## src/rtl/pads_cfg_pkg.sv

```systemverilog
// Pad output-enable table sequencer: shared constants and types.
// Used by the scan FSM and its single-transfer Wishbone engine.
package pads_cfg_pkg;

  localparam logic [31:0] PAD_CFG_BASE = 32'h3000_6000;
  localparam int          NUM_CFG_PADS = 38;
  localparam logic [3:0]  WB_SEL       = 4'hF;

  localparam logic [2:0] ST_IDLE = 3'd0;
  localparam logic [2:0] ST_SCAN = 3'd1;
  localparam logic [2:0] ST_WR   = 3'd2;
  localparam logic [2:0] ST_RD   = 3'd3;
  localparam logic [2:0] ST_GAP  = 3'd4;
  localparam logic [2:0] ST_DONE = 3'd5;
  localparam logic [2:0] ST_ERR  = 3'd6;

  typedef enum logic [2:0] {
    S_IDLE = ST_IDLE,
    S_SCAN = ST_SCAN,
    S_WR   = ST_WR,
    S_RD   = ST_RD,
    S_GAP  = ST_GAP,
    S_DONE = ST_DONE,
    S_ERR  = ST_ERR
  } state_t;

endpackage

```

## src/rtl/pads_cfg_wb_xfer.sv

```systemverilog
// Single Wishbone transaction engine with ack timeout.
// Bus outputs are registered; completion is reported combinationally.
module pads_cfg_wb_xfer
  import pads_cfg_pkg::*;
#(
  parameter int TIMEOUT = 16
) (
  input  logic        clk,
  input  logic        resetb,
  input  logic        req,
  input  logic        we,
  input  logic [31:0] adr,
  input  logic [31:0] dat,
  output logic        ack_done,
  output logic        timeout,
  output logic        rdata,
  output logic        m_cyc_o,
  output logic        m_stb_o,
  output logic        m_we_o,
  output logic [3:0]  m_sel_o,
  output logic [31:0] m_adr_o,
  output logic [31:0] m_dat_o,
  input  logic        m_ack_i,
  input  logic [31:0] m_dat_i
);

  logic [15:0] cnt;
  logic        gap;
  logic        unused_dat;

  // an ack during the idle cycle after a transfer belongs to that transfer
  assign ack_done   = m_stb_o & m_ack_i & ~gap;
  assign timeout    = m_stb_o & ~m_ack_i
                    & (cnt == 16'(TIMEOUT - 1));
  assign rdata      = m_dat_i[0];
  assign unused_dat = ^m_dat_i[31:1];

  // launch, hold and retire one bus transaction
  always_ff @(posedge clk or negedge resetb) begin
    if (!resetb) begin
      m_cyc_o <= 1'b0;
      m_stb_o <= 1'b0;
      m_we_o  <= 1'b0;
      m_sel_o <= '0;
      m_adr_o <= '0;
      m_dat_o <= '0;
      cnt     <= '0;
      gap     <= 1'b0;
    end else begin
      gap <= 1'b0;
      if (m_stb_o) begin
        if (ack_done || timeout) begin
          m_cyc_o <= 1'b0;
          m_stb_o <= 1'b0;
          m_we_o  <= 1'b0;
          m_sel_o <= '0;
          m_adr_o <= '0;
          m_dat_o <= '0;
          gap     <= 1'b1;
        end else begin
          cnt <= cnt + 16'd1;
        end
      end else if (req) begin
        m_cyc_o <= 1'b1;
        m_stb_o <= 1'b1;
        m_we_o  <= we;
        m_sel_o <= WB_SEL;
        m_adr_o <= adr;
        m_dat_o <= dat;
        cnt     <= '0;
      end
    end
  end

endmodule

```

## src/rtl/pads_cfg_sequencer.sv

```systemverilog
// Walks the pad OEN table, writing (and optionally verifying) each
// masked pad over Wishbone; reports busy, done pulse, sticky error.
module pads_cfg_sequencer
  import pads_cfg_pkg::*;
#(
  parameter int          NUM_PADS  = NUM_CFG_PADS,
  parameter logic [31:0] BASE_ADDR = PAD_CFG_BASE,
  parameter int          TIMEOUT   = 16,
  parameter bit          VERIFY    = 1'b1
) (
  input  logic                clk,
  input  logic                resetb,
  input  logic                start,
  input  logic [NUM_PADS-1:0] cfg_oen,
  input  logic [NUM_PADS-1:0] cfg_mask,
  output logic                busy,
  output logic                done,
  output logic                err,
  output logic [5:0]          err_idx,
  output logic                m_cyc_o,
  output logic                m_stb_o,
  output logic                m_we_o,
  output logic [3:0]          m_sel_o,
  output logic [31:0]         m_adr_o,
  output logic [31:0]         m_dat_o,
  input  logic                m_ack_i,
  input  logic [31:0]         m_dat_i
);

  localparam logic [5:0] LAST = 6'(NUM_PADS - 1);

  state_t              state;
  logic [5:0]          idx;
  logic [NUM_PADS-1:0] oen_q;
  logic [NUM_PADS-1:0] mask_q;
  logic                rd_next;
  logic                req;
  logic                req_we;
  logic                ack_done;
  logic                timeout;
  logic                rdata;
  logic [31:0]         adr;
  logic [31:0]         dat;

  assign adr = BASE_ADDR | {26'b0, idx};
  assign dat = {31'b0, oen_q[idx]};

  // request a write from SCAN, the verify read from GAP
  always_comb begin
    req    = 1'b0;
    req_we = 1'b0;
    unique case (state)
      S_SCAN: begin
        req    = mask_q[idx];
        req_we = 1'b1;
      end
      S_GAP:   req = rd_next;
      default: req = 1'b0;
    endcase
  end

  pads_cfg_wb_xfer #(
    .TIMEOUT (TIMEOUT)
  ) u_xfer (
    .clk      (clk),
    .resetb   (resetb),
    .req      (req),
    .we       (req_we),
    .adr      (adr),
    .dat      (dat),
    .ack_done (ack_done),
    .timeout  (timeout),
    .rdata    (rdata),
    .m_cyc_o  (m_cyc_o),
    .m_stb_o  (m_stb_o),
    .m_we_o   (m_we_o),
    .m_sel_o  (m_sel_o),
    .m_adr_o  (m_adr_o),
    .m_dat_o  (m_dat_o),
    .m_ack_i  (m_ack_i),
    .m_dat_i  (m_dat_i)
  );

  // scan FSM with latched config and registered status
  always_ff @(posedge clk or negedge resetb) begin
    if (!resetb) begin
      state   <= S_IDLE;
      idx     <= '0;
      oen_q   <= '0;
      mask_q  <= '0;
      rd_next <= 1'b0;
      busy    <= 1'b0;
      done    <= 1'b0;
      err     <= 1'b0;
      err_idx <= '0;
    end else begin
      done <= 1'b0;
      unique case (state)
        S_IDLE: begin
          if (start) begin
            oen_q   <= cfg_oen;
            mask_q  <= cfg_mask;
            idx     <= '0;
            rd_next <= 1'b0;
            err     <= 1'b0;
            busy    <= 1'b1;
            state   <= S_SCAN;
          end
        end
        S_SCAN: begin
          if (mask_q[idx]) begin
            state <= S_WR;
          end else if (idx == LAST) begin
            done  <= 1'b1;
            busy  <= 1'b0;
            state <= S_DONE;
          end else begin
            idx <= idx + 6'd1;
          end
        end
        S_WR: begin
          if (timeout) begin
            err     <= 1'b1;
            err_idx <= idx;
            busy    <= 1'b0;
            state   <= S_ERR;
          end else if (ack_done) begin
            rd_next <= VERIFY;
            state   <= S_GAP;
          end
        end
        S_RD: begin
          if (timeout || (ack_done && rdata != oen_q[idx])) begin
            err     <= 1'b1;
            err_idx <= idx;
            busy    <= 1'b0;
            state   <= S_ERR;
          end else if (ack_done) begin
            state <= S_GAP;
          end
        end
        S_GAP: begin
          if (rd_next) begin
            rd_next <= 1'b0;
            state   <= S_RD;
          end else if (idx == LAST) begin
            done  <= 1'b1;
            busy  <= 1'b0;
            state <= S_DONE;
          end else begin
            idx   <= idx + 6'd1;
            state <= S_SCAN;
          end
        end
        S_DONE:  state <= S_IDLE;
        S_ERR:   state <= S_IDLE;
        default: state <= S_IDLE;
      endcase
    end
  end

endmodule

```

## config.mk

```make
export PLATFORM = sky130hd
export DESIGN_NAME = pads_cfg_sequencer
export DESIGN_NICKNAME = d
export VERILOG_FILES = /design/src/rtl/pads_cfg_pkg.sv /design/src/rtl/pads_cfg_wb_xfer.sv /design/src/rtl/pads_cfg_sequencer.sv
export SDC_FILE = /design/constraint.sdc
export NUM_CORES = 1
export LEC_CHECK = 0
export ABC_AREA = 1
export BUFFER_PORTS_ARGS = -buffer_cell sky130_fd_sc_hd__buf_2
export CAP_MARGIN = 5
export CORE_UTILIZATION = 45
export DETAILED_ROUTE_END_ITERATION = 12
export PLACE_DENSITY_LB_ADDON = 0.3
export SETUP_SLACK_MARGIN = 0.05
export SLEW_MARGIN = 30
export SYNTH_ARGS = -nofsm -noshare
export SYNTH_HDL_FRONTEND = slang
export SYNTH_SLANG_ARGS = --single-unit
```

## constraint.sdc

```tcl
create_clock -name clk -period 2.2 [get_ports clk]
set_input_delay 0.33 -clock clk [delete_from_list [all_inputs] [get_ports clk]]
set_output_delay 0.33 -clock clk [all_outputs]
set_load 0.05 [all_outputs]
```

==> results of run 1 <==
final cells by class:
class	count	area (sq um)	share of cell area
inverter	68	289.0	0.03571
clock buffer	21	460.4	0.05690
sequential	122	3054	0.3774
timing repair inverter	1	8.758	0.001082
timing repair buffer	158	1031	0.1274
multi-input combinational	507	2905	0.3590
tap	180	225.2	0.02783
clock inverter	10	118.9	0.01469
stage by stage:
step           TNS [ns]  utilization  hold WS, ns
6_report       -0.02516       0.5763       0.1370
5_1_grt          -2.008       0.5763       0.1221
4_1_cts               0       0.5570       0.1221
3_5_place_dp          0       0.5139       0.1427
3_3_place_gp          0       0.5139       0.1464
2_1_floorplan         0            -      0.03441
registers in the layout, indices dropped and copies added, names as in the netlist:
name / count
mask_q: 38
oen_q: 38
u_xfer.cnt: 16
err_idx: 6
idx: 6
u_xfer.m_adr_o: 6
state: 3
busy: 1
done: 1
err: 1
rd_next: 1
u_xfer.gap: 1
u_xfer.m_dat_o: 1
u_xfer.m_sel_o: 1
u_xfer.m_stb_o: 1
u_xfer.m_we_o: 1
power by group through the flow:
stage                     clock network, mW  registers, mW  logic (mW)
after floorplan                           0           3.80        3.41
after global placement                    0           3.63        4.57
after detailed placement                  0           3.66        4.64
after CTS                              2.78           3.63        4.69
after global routing                   2.87           3.77        5.53
final                                  2.72           3.66        5.03
repair_timing:
action	4_1_cts	5_1_grt
pin swaps	1	20
cloned	0	2
hold buffers	1	0
hold endpoints to repair	93	0
endpoints found under the setup margin	17	40
setup buffers	1	5
resized for setup	3	53
worst max-delay path, stage by stage (launching register included):
cell     delay [ns]
dfrtp_2        0.54
buf_6          0.17
buf_6          0.12
o21ai_1        0.07
o22ai_1        0.21
nand3_1        0.11
nand3_1        0.12
nand3_2        0.10
nand2_2        0.09
nand2_2        0.07
nand2_4        0.10
nand2_8        0.12
buf_12         0.16
nand3_2        0.04
nand2_1        0.06
per-layer routing:
metal  routed length, um  track usage
met1                6615       0.2742
met2                7087       0.3213
met3                 762      0.06041
met4                 199      0.07012
met5                   0            0
cell families after synthesis:
family / count (synthesis)
other: 1
XOR/XNOR: 13
AND/OR/NAND/NOR: 297
AO/OA/AOI/OAI: 88
buffers and inverters: 158
flip-flops: 122
multiplexers: 53
adder cells (fa/ha/maj): 3
placed cells by master (no fill, tap or decap), types with 5 or more instances in the layout:
master / count
dfrtp_1: 121
nand2_1: 111
buf_2: 106
nor2_1: 83
inv_1: 61
mux2_2: 53
conb_1: 53
buf_4: 40
nand3_1: 37
a21oi_1: 34
o21ai_1: 21
o21ai_0: 18
nand3_2: 18
clkbuf_16: 18
nor2_2: 13
xor2_1: 10
nand4_1: 9
buf_12: 6
nor3_1: 5
worst max path at each step:
stage              startpoint           endpoint  slack [ns]  cells past startpoint
3_3_place_gp           idx[0]               busy       0.004                     14
3_5_place_dp           idx[0]               busy       0.009                     14
4_1_cts                idx[0]             idx[3]        0.02                     14
2_1_floorplan  u_xfer.m_stb_o     u_xfer.cnt[11]        0.15                     10
6_report               idx[0]  u_xfer.m_dat_o[0]       -0.01                     14
5_1_grt                idx[0]             idx[2]       -0.10                     13
==> summary.md, run 1 <==
| Metric | Value |
|---|---|
| Die width | 122.5 um |
| Clk sinks | 122 |
| First-pass GRT wire length | 23.50 mm |
| Leakage | between 4 and 5 nW |
| CP Max Fanout | 8 |
| Clk slew on worst S/H paths | ~0.060 ns |
| Final GP Congestion | between 0.8 and 0.9 |
| Pre-antenna DRT Iters | 5 |
| Synth area leader | dfrtp_1 |
| Tot GR Track Use | 0.2064 |
| Core area | 14040 sq um |
| Tmin final | 2.212 ns |
| CTS tree | yes |
| Post-synth top cells | dfrtp_1, nand2_1, nor2_1 |
| Drt total wl | between 10 and 15 mm |
| Max_slew headroom | 0.6519 |
| IO Port Bufs | 107 |
| Grt ovf | 0 |
| Vias in the first global route | 4873 |
| Upper clock frequency limit | 452.2 MHz |
| Reg2Reg Depth | 14 |
| Clock Latency Late Sink | approximately 0.42 ns |
| Synth Area in Adders | 0.005747 |
| Critical Path AT | 2.51 ns |
| Pint | 6.857 mW |
| Final non-filler cell total | approximately 1100 |
| ANT cells | 0 |
| Syn Inst Count | 735 |
| Initial Util | 0.4651 |
| Failing checks | negative setup slack |
| Crit path required time | between 2 and 3 ns |
| Seq/Total Area, Yosys | 0.4674 |
| DRT iter0 DRCs | 247 |
| Ys flop type | dfrtp_1 |
| Largest net degree at the start of global routing | slightly above 100 |
| Top-area cell type share of the netlist area | 0.4674 |
| XOR/XNOR Fraction of Synth Area | 0.01743 |
| Die Span Y | 122.5 um |
| Final Setup Violations | 4 |
| Final WS setup | -0.01160 ns |
| Final period util | 1.005 |
| Layout cell share with drive strength beyond 1 | 0.3405 |
| CTS Buffer Depth | 2 |
| Synth unique cells | 40 |
| Cell with the most instances after synthesis | dfrtp_1 |
| Synth Warn # | 0 |
| Complex-gate fraction of the synthesized area | 0.07088 |
| Post-synthesis mux area share | 0.09138 |
| P_sw | between 4 and 5 mW |
| Sw Ratio | 0.3990 |
| Cell Area, Synth | between 6000 and 7000 sq um |
| Beginning of the worst hold path | cfg_oen[22] |
| Filler Cells Inserted | approximately 1200 |
| Placed Cells | 1027 |
| Wire per inst | approximately 14 um |
| Count of pins over their slew limit | 0 |
| Final Power | 11.41 mW |
| Io pins | between 150 and 200 |
| Pwr dens | roughly 1400 nW/um^2 |
| H-tree Lvls | 4 |
| Worst slack at placement | 0.008607 ns |
| Detail Route Antenna Nets | 0 |
| CTS Root Cell | clkbuf_16 |
| Synth top area cells | dfrtp_1, mux2_2, buf_4, nand2_1, nor2_1 |
| Hold depth | 2 |
| Largest family of logic cells by synthesized area | simple AND/OR/NAND/NOR gates |
| Register-to-register setup slack | -0.01 ns |
| Gate power share | 0.441 |
| Reg-to-reg critical path endpoint | u_xfer.m_dat_o[0] |
| Die area | between 15000 and 20000 sq um |
| RR Startpoint | idx[0] |
| Nets | 990 |
| Vias post-DR | about 5200 |
| Flop pwr share | 0.321 |
| Worst Tran Pin Value | 0.5222 ns |
| Number of synthesized flops with an enable pin | 0 |
| Rows | 43 |
| Vias per cell | 4.848 |
| Worst Setup End Kind | flip-flop |
| Dpl cell area | 7216 sq um |
| Synth Register Bits | 122 |
| Residual DRC | 0 |
| WHS Endpoint | oen_q[22] |
| Post-Syn Area per Cell | 8.886 sq um |
| CP Class | flip-flop to flip-flop |
| Synthesis-to-finish area growth | 23.91% |
| RSZ-0062 raised after global routing | yes |
| HP Class | input port to flip-flop |
| Maxcap violations | 0 |
| Startpoint Class | flip-flop |
| Total CTS buffers | 17 |
| Asr flop ratio synth | 1.000 |
| Run status | finished, violations left |
| Maximum vdd drop | roughly 0.00085 V |
| Finished Cell Area | 8093 sq um |
| Setup Skew | 0.01762 ns |
| Simple-gate area share of the yosys netlist | 0.2033 |
| Clk pwr share | 0.238 |
| Final hold viol count | 0 |
| Post-detail-place hpwl | approximately 10 mm |
| Initial antenna violation count | 0 |
(Power assumes the default switching activity.)
==> inputs of run 2 (changes only) <==
Settings changed: CORE_UTILIZATION 45 to 48.
==> run 2 against run 1 <==
  * The flow now finishes without violations
  * Sequential power down 1%
  * Largest cell class unchanged
  * Critical path type unchanged
  * Clock-buffer cell count increased by 2
  * Design area is 1.2% lower
  * Total power down 1.5%
  * Combinational power fell by 2%
  * Largest power group unchanged
==> summary.md, run 2 (synthesis results as in run 1) <==
| Metric | Value |
|---|---|
| Initial Util | 0.4932 |
| Drt total wl | 14.45 mm |
| Worst Setup End Kind | flip-flop |
| Residual DRC | 0 |
| Post-detail-place hpwl | 10.13 mm |
| CP Max Fanout | 7 |
| Count of pins over their slew limit | 0 |
| Vias in the first global route | 4891 |
| CP delay by family, top | simple AND/OR/NAND/NOR gates |
| Synthesis-to-finish area growth | 22.38% |
| Die width | 118.7 um |
| Crit-path slowest cell | dfrtp_4 |
| Top flop regs | mask_q: 38 flops, oen_q: 38 flops, u_xfer.cnt: 16 flops |
| Maximum vdd drop | 0.0007359 V |
| Nets | 987 |
| Final WS setup | 0.01393 ns |
| Final period util | 0.9937 |
| Crit path required time | around 2.5 ns |
| Worst slack at placement | 0.06811 ns |
| Final hold viol count | 0 |
| Pwr dens | between 1000 and 1500 nW/um^2 |
| Tot GR Track Use | 0.2142 |
| Largest net degree at the start of global routing | 40 |
| Buffer and inverter count on the worst path | 3 |
| Upper clock frequency limit | 457.4 MHz |
| DRT iter0 DRCs | between 300 and 400 |
| Grt ovf | 0 |
| Die area | around 14000 sq um |
| Initial antenna violation count | 0 |
| Tmin final | 2.186 ns |
| CP Class | flip-flop to flip-flop |
| Flop pwr share | 0.322 |
| Commonest non-fill, non-tap cell in the layout | dfrtp_1 |
| Die Span Y | 118.7 um |
| Critical Path AT | between 2 and 3 ns |
| Vias per cell | 4.834 |
| Leakage | ~4.0 nW |
| CTS Root Cell | clkbuf_16 |
| IO Port Bufs | about 110 |
| Pint | 6.849 mW |
| Layout cell share with drive strength beyond 1 | 0.3167 |
| Rows | 42 |
| Vias post-DR | 5124 |
| Sw Ratio | 0.3908 |
| CP max stage delay | between 0.4 and 0.5 ns |
| Final GP Congestion | 0.8623 |
| Clk sinks | 122 |
| CTS Buffer Depth | 2 |
| Placed Cells | slightly above 1000 |
| Clock Latency Late Sink | about 0.41 ns |
| Wire per inst | 13.64 um |
| Run status | finished clean |
| Final Power | 11.24 mW |
| Commonest non-fill, non-tap cells in the layout | dfrtp_1, nand2_1, buf_2 |
| ANT cells | 0 |
| Pre-antenna DRT Iters | 7 |
| H-tree Lvls | 4 |
| RSZ-0062 raised after global routing | yes |
| Worst-path cell chain | buf_12 -> clkbuf_16 -> nor2_1 -> nor2_1 -> o21ai_0 -> nand2_1 -> a21oi_2 -> nand3_1 -> nand3_2 -> nand2_2 -> nand2_4 -> nand2_4 -> buf_6 -> nor2_4 -> nand2_1 -> o21ai_1 |
| Io pins | 192 |
| P_sw | 4.393 mW |
| Core area | 13240 sq um |
| Detail Route Antenna Nets | 0 |
| First-pass GRT wire length | roughly 24 mm |
| Clk pwr share | 0.241 |
| Total CTS buffers | 17 |
| CTS tree | yes |
| Final non-filler cell total | 1060 |
| Gate power share | 0.437 |
| Startpoint Class | flip-flop |
| HP Class | input port to flip-flop |
| Setup Skew | between 0.008 and 0.009 ns |
| Final Setup Violations | 0 |
| Clk slew on worst S/H paths | 0.05 ns |
| Maxcap violations | 0 |
-- run 2: cell count changes in the layout (fill, tap and decap cells not counted), moves of 3 or more --
cell / previous run / this run
nand3_2: 18 / 4
o21ai_2: 3 / 0
buf_4: 40 / 33
nand2_1: 111 / 107
nand3_1: 37 / 51
clkinv_2: 2 / 5
nand2_2: 4 / 7
o21ai_1: 21 / 24
-- run 2: worst reg2reg max path, stage by stage, from the launching register on --
cell	delay [ns]
dfrtp_4	0.49
buf_12	0.16
clkbuf_16	0.16
nor2_1	0.10
nor2_1	0.04
o21ai_0	0.06
nand2_1	0.10
a21oi_2	0.15
nand3_1	0.10
nand3_2	0.11
nand2_2	0.07
nand2_4	0.09
nand2_4	0.08
buf_6	0.13
nor2_4	0.15
nand2_1	0.07
o21ai_1	0.08
-- run 2: worst paths after layout --
check,start,end,slack [ns],cells past startpoint
max in group asynchronous,resetb,oen_q[15],1.22,3
worst max register to register,idx[0],idx[5],0.01,16
worst min-delay path,cfg_mask[28],mask_q[28],0.15,2
min in group asynchronous,resetb,u_xfer.cnt[10],0.41,2
worst max-delay path,idx[0],idx[5],0.01,16
worst min register to register,err_idx[5],err_idx[5],0.46,2
-- run 2: through the flow --
stage                     setup TNS (ns)  utilization  area, sq um  hold slack (ns)
after floorplan                        0            -         6726          0.03441
final                                  0       0.6036         7993           0.1476
after global routing              -1.109       0.6036         7993           0.1312
after detailed placement               0       0.5420         7178           0.3096
after CTS                              0       0.5866         7769           0.1330
after global placement                 0       0.5420         7178           0.3097
-- run 2: cell type report --
type	count	area, sq um
clock buffers	23	488.0
multi-input cells	507	2794
repair buffers	156	1060
fillers	1172	5250
flip-flops and latches	122	3057
clock inverters	8	92.59
inverters	68	281.5
well taps	176	220.2
-- run 2: routing by layer --
metal  global-route usage  up-vias  wire length [um]
met5                    0        -                 0
met4              0.06250        0               206
met3              0.06081       20               821
met2               0.3381      161              6913
met1               0.2863     2392              6511
li1                     -     2551                 -
-- run 2: what timing repair did --
| item | in CTS | in global routing |
|---|---|---|
| hold buffers | 1 | 0 |
| setup endpoints to repair | 0 | 40 |
| hold endpoints to repair | 29 | 0 |
| gates resized for setup | 0 | 32 |
| setup buffers | 0 | 7 |
-- run 2: power by group through the flow --
stage                     Combinational (mW)  Sequential (mW)  Clock [mW]
after floorplan                         3.41             3.80           0
after global placement                  4.46             3.61           0
after detailed placement                4.52             3.65           0
after CTS                               4.56             3.62        2.75
after global routing                    5.41             3.73        2.85
final                                   4.91             3.62        2.71
==> inputs of run 3 (changes only) <==
Settings changed: CORE_ASPECT_RATIO set to 0.8.
==> run 3 against run 2 <==
  * Design area shrank 0.88%
  * Register-to-register slack better by 0.05 ns
  * Highest routed layer unchanged
  * Critical path type unchanged
  * Total power grew 1.0%
==> summary.md, run 3 (synthesis results as in run 1) <==
| Metric | Value |
|---|---|
| Pre-antenna DRT Iters | 5 |
| CTS Root Cell | clkbuf_16 |
| Io pins | ~190 |
| Wire per inst | 14.19 um |
| Tot GR Track Use | 0.2162 |
| Reg2Reg Depth | 15 |
| Vias post-DR | 5198 |
| Setup Skew | 0.01189 ns |
| Final GP Congestion | 0.8315 |
| Finished Cell Area | 7923 sq um |
| Max_slew headroom | 0.6152 |
| Grt ovf | 0 |
| Worst Tran Pin Value | 0.5772 ns |
| Vias per cell | 4.969 |
| Clk slew on worst S/H paths | ~0.06 ns |
| Rows | 37 |
| Worst Setup End Kind | flip-flop |
| Commonest non-fill, non-tap cells in the layout | dfrtp_1, nand2_1, buf_2 |
| Reg-to-reg critical path endpoint | u_xfer.cnt[12] |
| Die width | 132.4 um |
| Maxcap violations | 0 |
| DRT iter0 DRCs | 360 |
| Crit path required time | 2.50 ns |
| Largest net degree at the start of global routing | 52 |
| CP Max Fanout | 7 |
| Synthesis-to-finish area growth | 21.30% |
| HP Class | input port to flip-flop |
| Final Setup Violations | 0 |
| Die area | between 10000 and 15000 sq um |
| Post-detail-place hpwl | 9.837 mm |
| Initial Util | 0.5003 |
| Critical Path AT | about 2.4 ns |
| Leakage | 3.960 nW |
| First-pass GRT wire length | 23.70 mm |
| CTS tree | yes |
| RR Startpoint | idx[0] |
| Final period util | 0.9723 |
| Initial antenna violation count | 0 |
| Vias in the first global route | 4916 |
| Upper clock frequency limit | 467.5 MHz |
| IO Port Bufs | 107 |
| Beginning of the worst hold path | cfg_mask[3] |
| Tmin final | roughly 2.1 ns |
| Register-to-register setup slack | 0.06 ns |
| CTS Buffer Depth | 2 |
| Maximum vdd drop | between 0.0008 and 0.0009 V |
| Final setup TNS | 0 ns |
| Worst setup path startpoint | idx[0] |
| Layout cell share with drive strength beyond 1 | 0.3088 |
| Hold_ws | 0.1402 ns |
| Clk sinks | 122 |
| Top flop regs | mask_q: 38 flops, oen_q: 38 flops, u_xfer.cnt: 16 flops |
| Residual DRC | 0 |
| Drt total wl | 14.84 mm |
| Hold depth | 2 |
| H-tree Lvls | 4 |
| Count of pins over their slew limit | 0 |
| Clock Latency Late Sink | 0.42 ns |
| Pwr dens | 1433 nW/um^2 |
| WHS Endpoint | mask_q[3] |
| Dpl cell area | 7042 sq um |
| RSZ-0062 raised after global routing | yes |
| ANT cells | 0 |
| CP Class | flip-flop to flip-flop |
| Util after Layout | 0.6069 |
| Run status | finished clean |
| Startpoint Class | flip-flop |
| Nets | 973 |
| Commonest non-fill, non-tap cell in the layout | dfrtp_1 |
| Final hold viol count | 0 |
| Detail Route Antenna Nets | 0 |
| Die Span Y | 106.3 um |
| Core area | 13060 sq um |
| Total CTS buffers | 17 |
[run 3: cell types whose count changed in the layout (fill, tap and decap cells not counted), sizes merged]
cell,change
clkbuf,+4
inv,+1
buf,-17
nand2,+1
clkinv,-3
bufinv,+1
[run 3: per-layer routing]
| layer | global-route usage | vias up | wire length, um | share of wire |
|---|---|---|---|---|
| li1 | - | 2529 | - | - |
| met1 | 0.2956 | 2476 | 7127 | 0.48 |
| met2 | 0.3376 | 177 | 6796 | 0.46 |
| met3 | 0.04864 | 16 | 766 | 0.052 |
| met4 | 0.07635 | 0 | 149 | 0.010 |
| met5 | 0 | - | 0 | 0 |
[run 3: layout make-up]
type	instances	area, sq um
Clock inverter	6	110.1
Tap cell	175	219.0
Timing Repair Buffer	140	914.6
Sequential cell	122	3054
Inverter	68	285.3
Timing Repair inverter	1	8.758
Multi-Input combinational cell	508	2831
Clock buffer	26	499.2
Fill cell	1141	5132
[run 3: where the power goes]
group	internal [mW]	switching (mW)	total [mW]
Clock	1.90	0.968	2.87
Sequential	3.15	0.479	3.63
Combinational	1.83	3.03	4.86
[run 3: worst max-delay path by stage]
stage                              endpoint  cells past startpoint
final                        u_xfer.cnt[12]                     15
after global routing         u_xfer.cnt[12]                     16
after CTS                     u_xfer.m_we_o                     13
after detailed placement      u_xfer.m_we_o                     13
after global placement    u_xfer.m_adr_o[4]                     13
after floorplan              u_xfer.cnt[11]                     10
[run 3: what timing repair did]
action / in CTS / in global routing
setup endpoints to repair: 0 / 36
hold buffers: 1 / 0
resized for setup: 0 / 37
buffers inserted: 0 / 5
endpoints found under the hold margin: 40 / 0
[run 3: through the flow]
step,cells,power [mW],setup WS (ns)
detailed placement,1003,8.013,0.09052
floorplan,787,7.214,0.1544
CTS,1036,10.91,0.06652
finish,1046,11.36,0.06101
global placement,1003,7.920,0.1140
global route,1046,12.10,-0.05377
[run 3: critical path, cell delays in order (launching register included)]
cell and delay (ns):
dfrtp_2 0.45, buf_6 0.14, clkbuf_16 0.16, a21oi_2 0.14, o21ai_1 0.08, nand2_1 0.09
a21oi_1 0.06, nand3_1 0.12, nand3_2 0.12, nand2_2 0.10, nand2_4 0.06, nand2_4 0.11
nand2_8 0.10, clkbuf_16 0.18, nand3_1 0.06, nand2_1 0.05
